==> src/rtl/uart_tx_pkg.sv <==
// Shared UART TX/RX definitions: parity modes, TX FSM states, frame config and
// the parity helper shared with the RX checker.
package uart_tx_pkg;

  localparam int unsigned MAX_DATA_W = 9;
  localparam int unsigned MIN_DATA_W = 5;

  typedef enum logic [1:0] {
    PAR_EVEN  = 2'b00,
    PAR_ODD   = 2'b01,
    PAR_MARK  = 2'b10,
    PAR_SPACE = 2'b11
  } par_mode_t;

  typedef enum logic [2:0] {
    ST_IDLE   = 3'd0,
    ST_START  = 3'd1,
    ST_DATA   = 3'd2,
    ST_PARITY = 3'd3,
    ST_STOP   = 3'd4
  } tx_state_t;

  // Frame shape held for the frame in flight; the parity mode is fully
  // consumed into the parity bit at accept time.
  typedef struct packed {
    logic par_en;
    logic stop2;
  } tx_cfg_t;

  // Narrower words are zero-extended by the caller, which leaves parity unchanged.
  function automatic logic calc_parity(input logic [MAX_DATA_W-1:0] data,
                                       input par_mode_t mode);
    logic p;
    p = 1'b0;
    case (mode)
      PAR_EVEN:  p = ^data;
      PAR_ODD:   p = ~^data;
      PAR_MARK:  p = 1'b1;
      PAR_SPACE: p = 1'b0;
      default:   p = 1'b0;
    endcase
    return p;
  endfunction

endpackage

==> src/rtl/uart_tx_frame_gen.sv <==
// UART transmit frame generator: start, DATA_W data bits LSB-first, optional
// parity, 1 or 2 stop bits, one bit per CLK, with back-to-back frame support.
module uart_tx_frame_gen
  import uart_tx_pkg::*;
#(
  parameter int unsigned DATA_W = 8
) (
  input  logic              CLK,
  input  logic              RST,
  input  logic [DATA_W-1:0] P_DATA,
  input  logic              DATA_VALID,
  input  logic              PAR_EN,
  input  logic [1:0]        PAR_MODE,
  input  logic              STOP2,
  output logic              TX_OUT,
  output logic              BUSY,
  output logic              PAR_BIT,
  output logic              DONE
);

  localparam int unsigned CNT_W = $clog2(DATA_W + 1);

  tx_state_t         state_q, state_d;
  logic [DATA_W-1:0] shift_q, shift_d;
  logic [CNT_W-1:0]  cnt_q,   cnt_d;
  tx_cfg_t           cfg_q,   cfg_d;
  logic              par_q,   par_d;
  logic              tx_q,    tx_d;
  logic              busy_q,  busy_d;
  logic              done_q,  done_d;
  logic              accept_c;

  // done_q marks the final stop cycle, which is also the back-to-back accept slot.
  assign accept_c = DATA_VALID && ((state_q == ST_IDLE) || ((state_q == ST_STOP) && done_q));

  // Outputs are computed for the state being entered so that they are registered.
  always_comb begin
    state_d = state_q;
    shift_d = shift_q;
    cnt_d   = cnt_q;
    cfg_d   = cfg_q;
    par_d   = par_q;
    tx_d    = tx_q;
    busy_d  = busy_q;
    done_d  = 1'b0;

    case (state_q)
      ST_IDLE: begin
        tx_d   = 1'b1;
        busy_d = 1'b0;
      end
      ST_START: begin
        state_d = ST_DATA;
        tx_d    = shift_q[0];
        shift_d = shift_q >> 1;
        cnt_d   = '0;
      end
      ST_DATA: begin
        if (cnt_q == CNT_W'(DATA_W - 1)) begin
          if (cfg_q.par_en) begin
            state_d = ST_PARITY;
            tx_d    = par_q;
          end else begin
            state_d = ST_STOP;
            tx_d    = 1'b1;
            done_d  = ~cfg_q.stop2;
          end
        end else begin
          tx_d    = shift_q[0];
          shift_d = shift_q >> 1;
          cnt_d   = cnt_q + CNT_W'(1);
        end
      end
      ST_PARITY: begin
        state_d = ST_STOP;
        tx_d    = 1'b1;
        done_d  = ~cfg_q.stop2;
      end
      ST_STOP: begin
        tx_d = 1'b1;
        if (!done_q) begin
          done_d = 1'b1;
        end else begin
          state_d = ST_IDLE;
          busy_d  = 1'b0;
        end
      end
      default: begin
        state_d = ST_IDLE;
        tx_d    = 1'b1;
        busy_d  = 1'b0;
      end
    endcase

    if (accept_c) begin
      state_d = ST_START;
      shift_d = P_DATA;
      cfg_d   = '{par_en: PAR_EN, stop2: STOP2};
      par_d   = calc_parity(MAX_DATA_W'(P_DATA), par_mode_t'(PAR_MODE));
      tx_d    = 1'b0;
      busy_d  = 1'b1;
      done_d  = 1'b0;
    end
  end

  always_ff @(posedge CLK or negedge RST) begin
    if (!RST) begin
      state_q <= ST_IDLE;
      shift_q <= '0;
      cnt_q   <= '0;
      cfg_q   <= '0;
      par_q   <= 1'b0;
      tx_q    <= 1'b1;
      busy_q  <= 1'b0;
      done_q  <= 1'b0;
    end else begin
      state_q <= state_d;
      shift_q <= shift_d;
      cnt_q   <= cnt_d;
      cfg_q   <= cfg_d;
      par_q   <= par_d;
      tx_q    <= tx_d;
      busy_q  <= busy_d;
      done_q  <= done_d;
    end
  end

  assign TX_OUT  = tx_q;
  assign BUSY    = busy_q;
  assign PAR_BIT = par_q;
  assign DONE    = done_q;

endmodule

==> config.mk <==
export PLATFORM = sky130hd
export DESIGN_NAME = uart_tx_frame_gen
export DESIGN_NICKNAME = d
export VERILOG_FILES = /design/src/rtl/uart_tx_pkg.sv /design/src/rtl/uart_tx_frame_gen.sv
export SDC_FILE = /design/constraint.sdc
export NUM_CORES = 1
export LEC_CHECK = 0
export CAP_MARGIN = 30
export CORE_MARGIN = 2
export CORE_UTILIZATION = 25
export DETAILED_ROUTE_END_ITERATION = 8
export PLACE_DENSITY = 0.44
export SYNTH_ARGS = -nofsm -noshare
export SYNTH_HDL_FRONTEND = slang
export SYNTH_SLANG_ARGS = --single-unit
==> constraint.sdc <==
create_clock -name CLK -period 1.5 [get_ports CLK]
set_input_delay 0.375 -clock CLK [delete_from_list [all_inputs] [get_ports CLK]]
set_output_delay 0.375 -clock CLK [all_outputs]
set_load 0.02 [all_outputs]
==> impl_results.md, run 1 <==
* Sequential Power Share at 0.335
* Reg2Reg Launch Point: DONE
* Top routing layer in use: met4
* Power per cell area at roughly 1900 mW/mm^2
* CTS buffer count at 3
* Dpl cells at 246
* Min Hold Slack at 0.405 ns
* GRT Total Usage at 0.131
* Layout cell share with drive strength beyond 1 at 0.232
* Clk Latency, worst-skew pair at roughly 0.26 ns
* Class of the worst hold path: input port to flop
* WL met3 at 111 um
* H-tree levels at 1
* Net Switching at roughly 1400 uW
* CTS Root Cell: clkbuf_8
* Syn Area/Cell at 8.75 um^2
* Highest Clock Rate at 684 MHz
* Wire length on met2 at 1.60 mm
* Arrival time at the worst endpoint at between 1 and 1.5 ns
* Flops & latches, synth at 21
* Worst IR drop on VDD at about 850 uV
* Synth warn at 0
* Crit Path Max Fanout at 1
* Met1 Wirelength at 1.57 mm
* Synthesized instance count at ~150
* CTS tree: done
* Antenna violations before repair at 0
* # nets final at 198
* Syn_nets at 163
* Post-CTS setup buffers at 0
* CTS clk-pin slew, worst paths at 0.08 ns
* Starting Density at 0.255
* Final ANT Viol Nets at 0
* Final non-filler cell total at between 200 and 300
* Largest net degree at the start of global routing at 22
* CP Buf/Inv Count at 1
* CTS Hold Bufs at 0
* Unrepaired setup endpoints after global routing: false
* DR DRC count at 0
* Clock group share of total power at 0.118
* Chip Height at 75.7 um
* Hold wc startpoint: P_DATA[6]
* Vias/cell at 4.80
* P&R area growth vs syn at 35.6%
* Synth Flop Type: dfrtp_1
* Port bufs at 18
* Switching share of power at 0.424
* Core area at 0.00504 mm^2
* Status: finished clean
* Largest area contributor in the netlist: dfrtp_1
* Max incr delay on CP at 0.53 ns
* CP top delay family: flip-flops
* Kind of critical path: flop to output port
* Area of the mapped netlist at approximately 0.0013 mm^2
* First-pass GRT wire length at roughly 5.6 mm
* Required time worst endpoint at 1.12 ns
* FF-to-FF End: shift_q[2]
* FF-to-FF path depth at 5
* Flop-to-flop setup slack at 0.07 ns
* DR iter-0 viols at 64
* IO Count at 19
* Worst hold endpoint: shift_q[6]
* Vias in the first global route at 1,204
* Placer congestion estimate at about 0.74
* Period minus WS final at approximately 1.5 ns
* Element type at the critical path end: output port
* DR vias at 1,206
* WL/cell at approximately 13 um
* Synth top area cells: dfrtp_1 39%, nand2_1 5.8%, a21oi_1 5.4%
* Antenna diode count at 0
* Hold path depth at 2
* Fin crit share at 0.975
* Sequential fraction of the synthesis area at 0.410
* Async SR Flop Fraction at 1.00
* Max Cap Viol at 0
* Synth top area share at 0.389
* Die width at 75.7 um
* TritonRoute pass-1 iters at 5
* Final hold violations at 0
* Relative max-transition margin at 0.775
* Final Skew at 0.00203 ns
* Clock tree sinks at 21
* Post-DP HPWL at 2.40 mm
* Comb pwr share at 0.547
* Worst slew pin tran at 0.336 ns
* Congestion Overflow GR at 0
* Slowest cell on crit path: dfstp_2
* EDFF count, synth at 0
* Post-Route WL at 3.33 mm
* Leakage at 0.000810 uW
* Cell-by-cell trace of the critical path: clkdlybuf4s15_1
* Clk buf depth at 2
* Count of different cell masters after synthesis at 34
* CP Launch Type: flop
* Setup-failing EPs final at 0
* P_int at 1900 uW
* Die ar. at 0.00574 mm^2
* # rows at 26
* Final Max Slew Viols at 0
* Top post-synthesis cells by count: 20 x dfrtp_1, 20 x nand2_1, 14 x a21oi_1
[final cells by class]
| cell class | instances | area (um^2) |
|---|---|---|
| Clock buffer | 4 | 45.0 |
| Sequential cell | 21 | 529 |
| Multi-Input combinational cell | 109 | 717 |
| Timing Repair Buffer | 39 | 335 |
| Fill cell | 521 | 3300 |
| Tap cell | 70 | 87.6 |
| Inverter | 8 | 30.0 |
[placed cells by master, fill, tap and decap left out, types with 2 or more instances in the layout]
cell type | netlist | routed
buf_4 | 2 | 21
nand2_1 | 20 | 19
dfrtp_1 | 20 | 18
a21oi_1 | 14 | 14
inv_1 | 8 | 8
a22o_1 | 8 | 8
dlygate4sd2_1 | 0 | 8
o22ai_1 | 7 | 7
o221ai_1 | 7 | 7
o21ai_1 | 8 | 7
nor2_1 | 8 | 6
o21ai_0 | 6 | 6
clkdlybuf4s50_1 | 0 | 6
xnor2_1 | 6 | 5
nand2b_1 | 3 | 3
clkbuf_8 | 0 | 3
dlymetal6s2s_1 | 0 | 3
nor3_1 | 3 | 2
o21bai_1 | 2 | 2
and2_4 | 1 | 2
nor2_2 | 0 | 2
and3_1 | 2 | 2
a32oi_1 | 2 | 2
dfrtp_2 | 0 | 2
[worst max-delay path by stage]
stage / from / to / slack (ns) / cells past startpoint
2_1_floorplan: cnt_q[0] / shift_q[0] / 0.02 / 7
4_1_cts: TX_OUT / TX_OUT / 0.003 / 1
6_report: TX_OUT / TX_OUT / 0.04 / 1
5_1_grt: DONE / shift_q[2] / 0.003 / 5
3_5_place_dp: P_DATA[3] / PAR_BIT / -0.33 / 6
3_3_place_gp: P_DATA[0] / PAR_BIT / -0.33 / 6
[sequential cells by signal (all words and copies together), names as in the netlist]
name     flops
shift_q      8
TX_OUT       1
PAR_BIT      1
BUSY         1
cfg_q        2
cnt_q        4
state_q      3
DONE         1
[layer usage]
metal | GRT usage | up-vias
met5 | 0 | -
met4 | 0.0585 | 0
met3 | 0.0225 | 6
met2 | 0.205 | 28
met1 | 0.177 | 572
li1 | - | 600
[power groups by stage]
| stage | clock network [uW] | registers (uW) | logic, uW |
|---|---|---|---|
| floorplan | 0 | 1080 | 1220 |
| global placement | 0 | 1080 | 1760 |
| detailed placement | 0 | 1090 | 1780 |
| CTS | 401 | 1080 | 1740 |
| global route | 429 | 1150 | 2030 |
| finish | 388 | 1110 | 1810 |
[cells by family (layout without fill, tap and decap cells)]
group                      Yosys count  count (layout)  synth area share
AOI/OAI and AO/OA                   57              57             0.292
xor gates and xnor gates             7               7            0.0477
and+or+nand+nor                     43              44             0.168
buffers and inverters               18              51            0.0729
adders and majority gates            1               1           0.00973
DFF                                 21              21             0.410
[per-stage QoR]
stage / TNS [ns] / instance area [um^2] / power [uW] / util / worst slack (ns)
after detailed placement: -1.07 / 1650 / 2870 / 0.327 / -0.334
after floorplan: 0 / 1290 / 2290 / - / 0.0187
after CTS: 0 / 1680 / 3220 / 0.334 / 0.00339
after global placement: -1.12 / 1650 / 2830 / 0.327 / -0.334
final: 0 / 1740 / 3300 / 0.346 / 0.0372
after global routing: 0 / 1740 / 3610 / 0.346 / 0.00320
[repair_timing]
item	4_1_cts	5_1_grt
endpoints found under the setup margin	5	11
resized for setup	9	16
pin swaps	5	7
cloned	0	1
Power figures use the tool's default switching activity.
==> run 2, diff against run 1 <==
Settings changed: PLACE_DENSITY 0.44 to 0.43, SLEW_MARGIN set to 10.
Clock period 1.5 ns to 1.8 ns, I/O delays scaled along.
==> run 2 against run 1 <==
Compared with the run above:
- clock power is 15% lower
- largest cell class unchanged
- combinational power decreased by 24%
- global-route usage decreased by 0.22 points
- sequential share of layout area is 2.3 points higher
- highest routed layer is now met3
- sequential power decreased by 18%
- non-clock buffer count is 12 lower
- die area unchanged
==> impl_results.md, run 2 (synthesis results as in run 1) <==
* Status: finished clean
* CTS tree: done
* Largest registers: shift_q: 8 flops, cnt_q: 4 flops, state_q: 3 flops
* Congestion Overflow GR at 0
* Final hold violations at 0
* DR iter-0 viols at 61
* CP Buf/Inv Count at 1
* CTS Hold Bufs at 0
* Flop-to-flop setup slack at ~0.15 ns
* Layout cell share with drive strength beyond 1 at 0.113
* Port bufs at 18
* Antenna violations before repair at 0
* Vias/cell at 4.71
* Post-DP HPWL at around 2.3 mm
* First-pass GRT wire length at around 5.5 mm
* Largest register FFs at 8
* Vias in the first global route at approximately 1,100
* # rows at 26
* FF-to-FF path depth at 5
* CP top delay family: buffers and inverters
* Hold path depth at 2
* Arrival time at the worst endpoint at approximately 1.3 ns
* DR vias at 1,122
* Chip Height at 75.7 um
* CTS buffer count at 3
* Highest Clock Rate at between 500 and 600 MHz
* CTS clk-pin slew, worst paths at 0.09 ns
* Hold wc startpoint: cfg_q[0]
* Dpl cells at roughly 230
* Class of the worst hold path: flop to flop
* Worst hold endpoint: cfg_q[0]
* CTS Root Cell: clkbuf_8
* Cell-by-cell trace of the critical path: clkdlybuf4s50_1
* Clk Latency, worst-skew pair at 0.27 ns
* Setup-failing EPs final at 0
* Top reg by flops: shift_q
* Worst IR drop on VDD at 567 uV
* Reg2Reg Launch Point: cnt_q[0]
* Unrepaired setup endpoints after global routing: false
* Post-Route WL at 3.35 mm
* Clock tree sinks at 21
* Max Cap Viol at 0
* P&R area growth vs syn at 25.6%
* Leakage at around 0.00070 uW
* Starting Density at 0.255
* Largest net degree at the start of global routing at 25
* Most frequent cells in the layout: 20 x dfrtp_1, 20 x nand2_1, 17 x clkdlybuf4s50_1
* Setup WS pre-CTS at -0.124 ns
* Final Max Slew Viols at 0
* WL/cell at 14.1 um
* # nets final at 185
* Slowest cell on crit path: clkdlybuf4s50_1
* Fin crit share at 0.965
* H-tree levels at 1
* CP Launch Type: flop
* Final Skew at a little over 0.008 ns
* DR DRC count at 0
* Clk buf depth at 2
* Die width at 75.7 um
* Setup TNS at 0 ns
* Worst setup margin at 0.0637 ns
* TritonRoute pass-1 iters at 4
* Final non-filler cell total at 238
* Placer congestion estimate at around 0.73
* Area after DPL at 0.00157 mm^2
* Final ANT Viol Nets at 0
* Die ar. at 0.00574 mm^2
* Element type at the critical path end: output port
* Antenna diode count at 0
* GRT Total Usage at 0.129
* Relative max-transition margin at 0.754
* Period minus WS final at 1.74 ns
* Power per cell area at 1620 mW/mm^2
* Required time worst endpoint at 1.35 ns
* IO Count at 19
* Crit Path Max Fanout at 3
* Worst slew pin tran at 0.368 ns
* Kind of critical path: flop to output port
* FF-to-FF End: TX_OUT
* Core area at roughly 0.0050 mm^2
* Max incr delay on CP at 0.62 ns
* Power Total at 2620 uW
* Post-route cell area at 0.00162 mm^2
## run 2: what timing repair did
action | in CTS | in global routing
endpoints found under the setup margin | 1 | 0
gates resized for setup | 1 | 0
setup buffers | 0 | 0
## run 2: final cells by class
cell class	instances	area, um^2
clock buffers	3	41.3
well taps	70	87.6
flip-flops and latches	21	527
repair buffers	27	259
clock inverters	1	5.00
fillers	530	3430
multi-input cells	108	666
inverters	8	30.0
## run 2: metal layers
| layer | track usage | part of all wire | vias to the layer above |
|---|---|---|---|
| li1 | - | - | 571 |
| met1 | 0.161 | 0.46 | 529 |
| met2 | 0.230 | 0.51 | 22 |
| met3 | 0.0172 | 0.028 | 0 |
| met4 | 0.0390 | 0 | 0 |
| met5 | 0 | 0 | - |
## run 2: power by group
group	total (uW)	internal (uW)	switching, uW	leakage (uW)
Sequential	915	691	224	0.000264
Combinational	1370	634	739	0.000411
Clock	331	155	176	0.0000255
## run 2: worst max path at each step
stage                          from  cells after the start  slack (ns)          to
final                       PAR_BIT                      1        0.06     PAR_BIT
after global routing       cnt_q[0]                      5       0.009      TX_OUT
after CTS                   PAR_BIT                      1        0.04     PAR_BIT
after detailed placement  P_DATA[6]                      6       -0.12     PAR_BIT
after global placement    P_DATA[7]                      6       -0.08     PAR_BIT
after floorplan            cnt_q[0]                      7        0.29  shift_q[0]
## run 2: worst min-delay path, stage by stage, from the launching register on
cell and delay [ns]:
dfrtp_1 0.35, nand2_1 0.05, nand2_1 0.05
## run 2: per-stage QoR
stage / utilization / hold WS [ns]
6_report: 0.320 / 0.478
3_5_place_dp: 0.311 / 0.463
3_3_place_gp: 0.311 / 0.479
2_1_floorplan: - / 0.154
4_1_cts: 0.320 / 0.485
5_1_grt: 0.320 / 0.542
==> RTL edit (settings of run 1) <==
Encoding of `tx_state_t`: now Gray code (3 bits for 5 states).
--- a/src/rtl/uart_tx_pkg.sv
+++ b/src/rtl/uart_tx_pkg.sv
@@ -15,7 +15,7 @@
   typedef enum logic [2:0] {
-    ST_IDLE   = 3'd0,
-    ST_START  = 3'd1,
-    ST_DATA   = 3'd2,
-    ST_PARITY = 3'd3,
-    ST_STOP   = 3'd4
+    ST_IDLE   = 3'b000,
+    ST_START  = 3'b001,
+    ST_DATA   = 3'b011,
+    ST_PARITY = 3'b010,
+    ST_STOP   = 3'b110
   } tx_state_t;
Check against the original RTL: same outputs for any inputs over 10 cycles, from zero or initial values and one cycle with RST low; not proved beyond that.
==> RTL edit against run 1 <==
Power fell by 19%; combinational power fell by 28%; synthesized cell count fell by 37%; routed wire length fell by 31%; via count fell by 32%; fmax rose by 0.14%; count of clock-buffer cells in the layout did not move; cell area fell by 12%; clock skew fell by 0.61 ps; setup slack improved by 2.0 ps; sequential share of layout area rose by 4.1 points; area after synthesis fell by 21%; final cell count fell by 26%; sequential cell count did not move.
==> RTL edit: results (changes against run 1) <==
stage,metric,value,unit,change
outcome,status,"finished, final reports clean",,unchanged
final_layout,final_net_count,152,,was 198
synthesis,synth_area_leaders,"dfrtp_1, a22o_1, xnor2_1",,"was dfrtp_1, nand2_1, a21oi_1"
setup_path,crit_arrival,1610,ps,was 1090 ps
detailed_routing,met3_wirelength,73,um,was 111 um
detailed_routing,met2_length,1156,um,was 1599 um
min_path,hold_start,cfg_q[0],,was P_DATA[6]
placed_design,routabilityCongestion,0.7350,,was 0.7393
setup_path,cpPeakStageDelay,360,ps,was 530 ps
final_layout,post_route_cells_drive_above_1_share,0.2889,,was 0.2320
setup_path,crit_path_top_delay_cell,dfrtp_1,,was dfstp_2
detailed_routing,firstDrtPassIters,4,,was 5
synthesis,syn_nets,108,,was 163
sta,timing_worst_slew_pin_value,288.1,ps,was 336.1 ps
placed_design,place.detailed.instances,174,,was 246
min_path,worst_hold_path.endpoint,DONE,,was shift_q[6]
synthesis,synth.mux.area_fraction,0.07275,,was 0
setup_path,regToRegEndpoint,shift_q[3],,was shift_q[2]
synthesis,synth_compound_gate_area_share,0.2158,,was 0.2918
placed_design,place_area,1378,um2,was 1650 um2
final_layout,n_fill_cell,380,,was 521
clock_tree,post-cts-setup-buffer-count,5,,was 0
synthesis,synth-xor-area-share,0.06042,,was 0.04767
setup_path,critical_path_peak_fanout,8,,was 1
synthesis,number_of_unique_standard_cell_types_used_by_synthesis,27,,was 34
global_route,grt_pass1_vias,798,,was 1204
placed_design,final_hpwl_from_detailed_placement,1638,um,was 2398 um
synthesis,synth_instances,92,,was 147
detailed_routing,met1Wirelength,1046,um,was 1571 um
detailed_routing,drt_iter0_markers,19,,was 64
synthesis,yosys.area_share.adder,0.01233,,was 0.009728
power,static_leakage,0.7006,nW,was 0.8098 nW
min_path,worstHoldPathType,reg -> reg,,was in -> reg
setup_path,critical_path.startpoint,cnt_q[1],,was TX_OUT
global_route,global_route.usage.total,0.1135,,was 0.1309
placed_design,post-place-ws,-469.2,ps,was -333.6 ps
clock_tree,cts_resized,20,,was 9
synthesis,ys_seq_area_frac,0.5191,,was 0.4095
detailed_routing,drt_wl_total,2294,um,was 3333 um
-- RTL edit: changes by cell type after synthesis, sizes merged, moves of 3 or more --
cell / before / now
nand2: 20 / 7
a21oi: 14 / 6
o21ai: 14 / 7
o221ai: 7 / 0
o22ai: 7 / 0
a21o: 0 / 5
buf: 8 / 3
inv: 8 / 3
nor2: 8 / 3
mux2i: 0 / 4
nand2b: 4 / 0
mux2: 0 / 3
nor3: 3 / 0
-- RTL edit: report_power, final --
part | internal (mW) | switching (mW) | leakage, nW
logic | 0.732 | 0.579 | 0.418
registers | 0.824 | 0.170 | 0.259
clock network | 0.189 | 0.176 | 0.0228
-- RTL edit: cell type report --
class	instances	area, um2	area share
sequential	21	526.8	0.3442
multi-input combinational	65	510.5	0.3336
timing repair buffer	42	374.1	0.2445
tap	50	62.56	0.04088
clock buffer	4	45.04	0.02944
inverter	3	11.26	0.007359
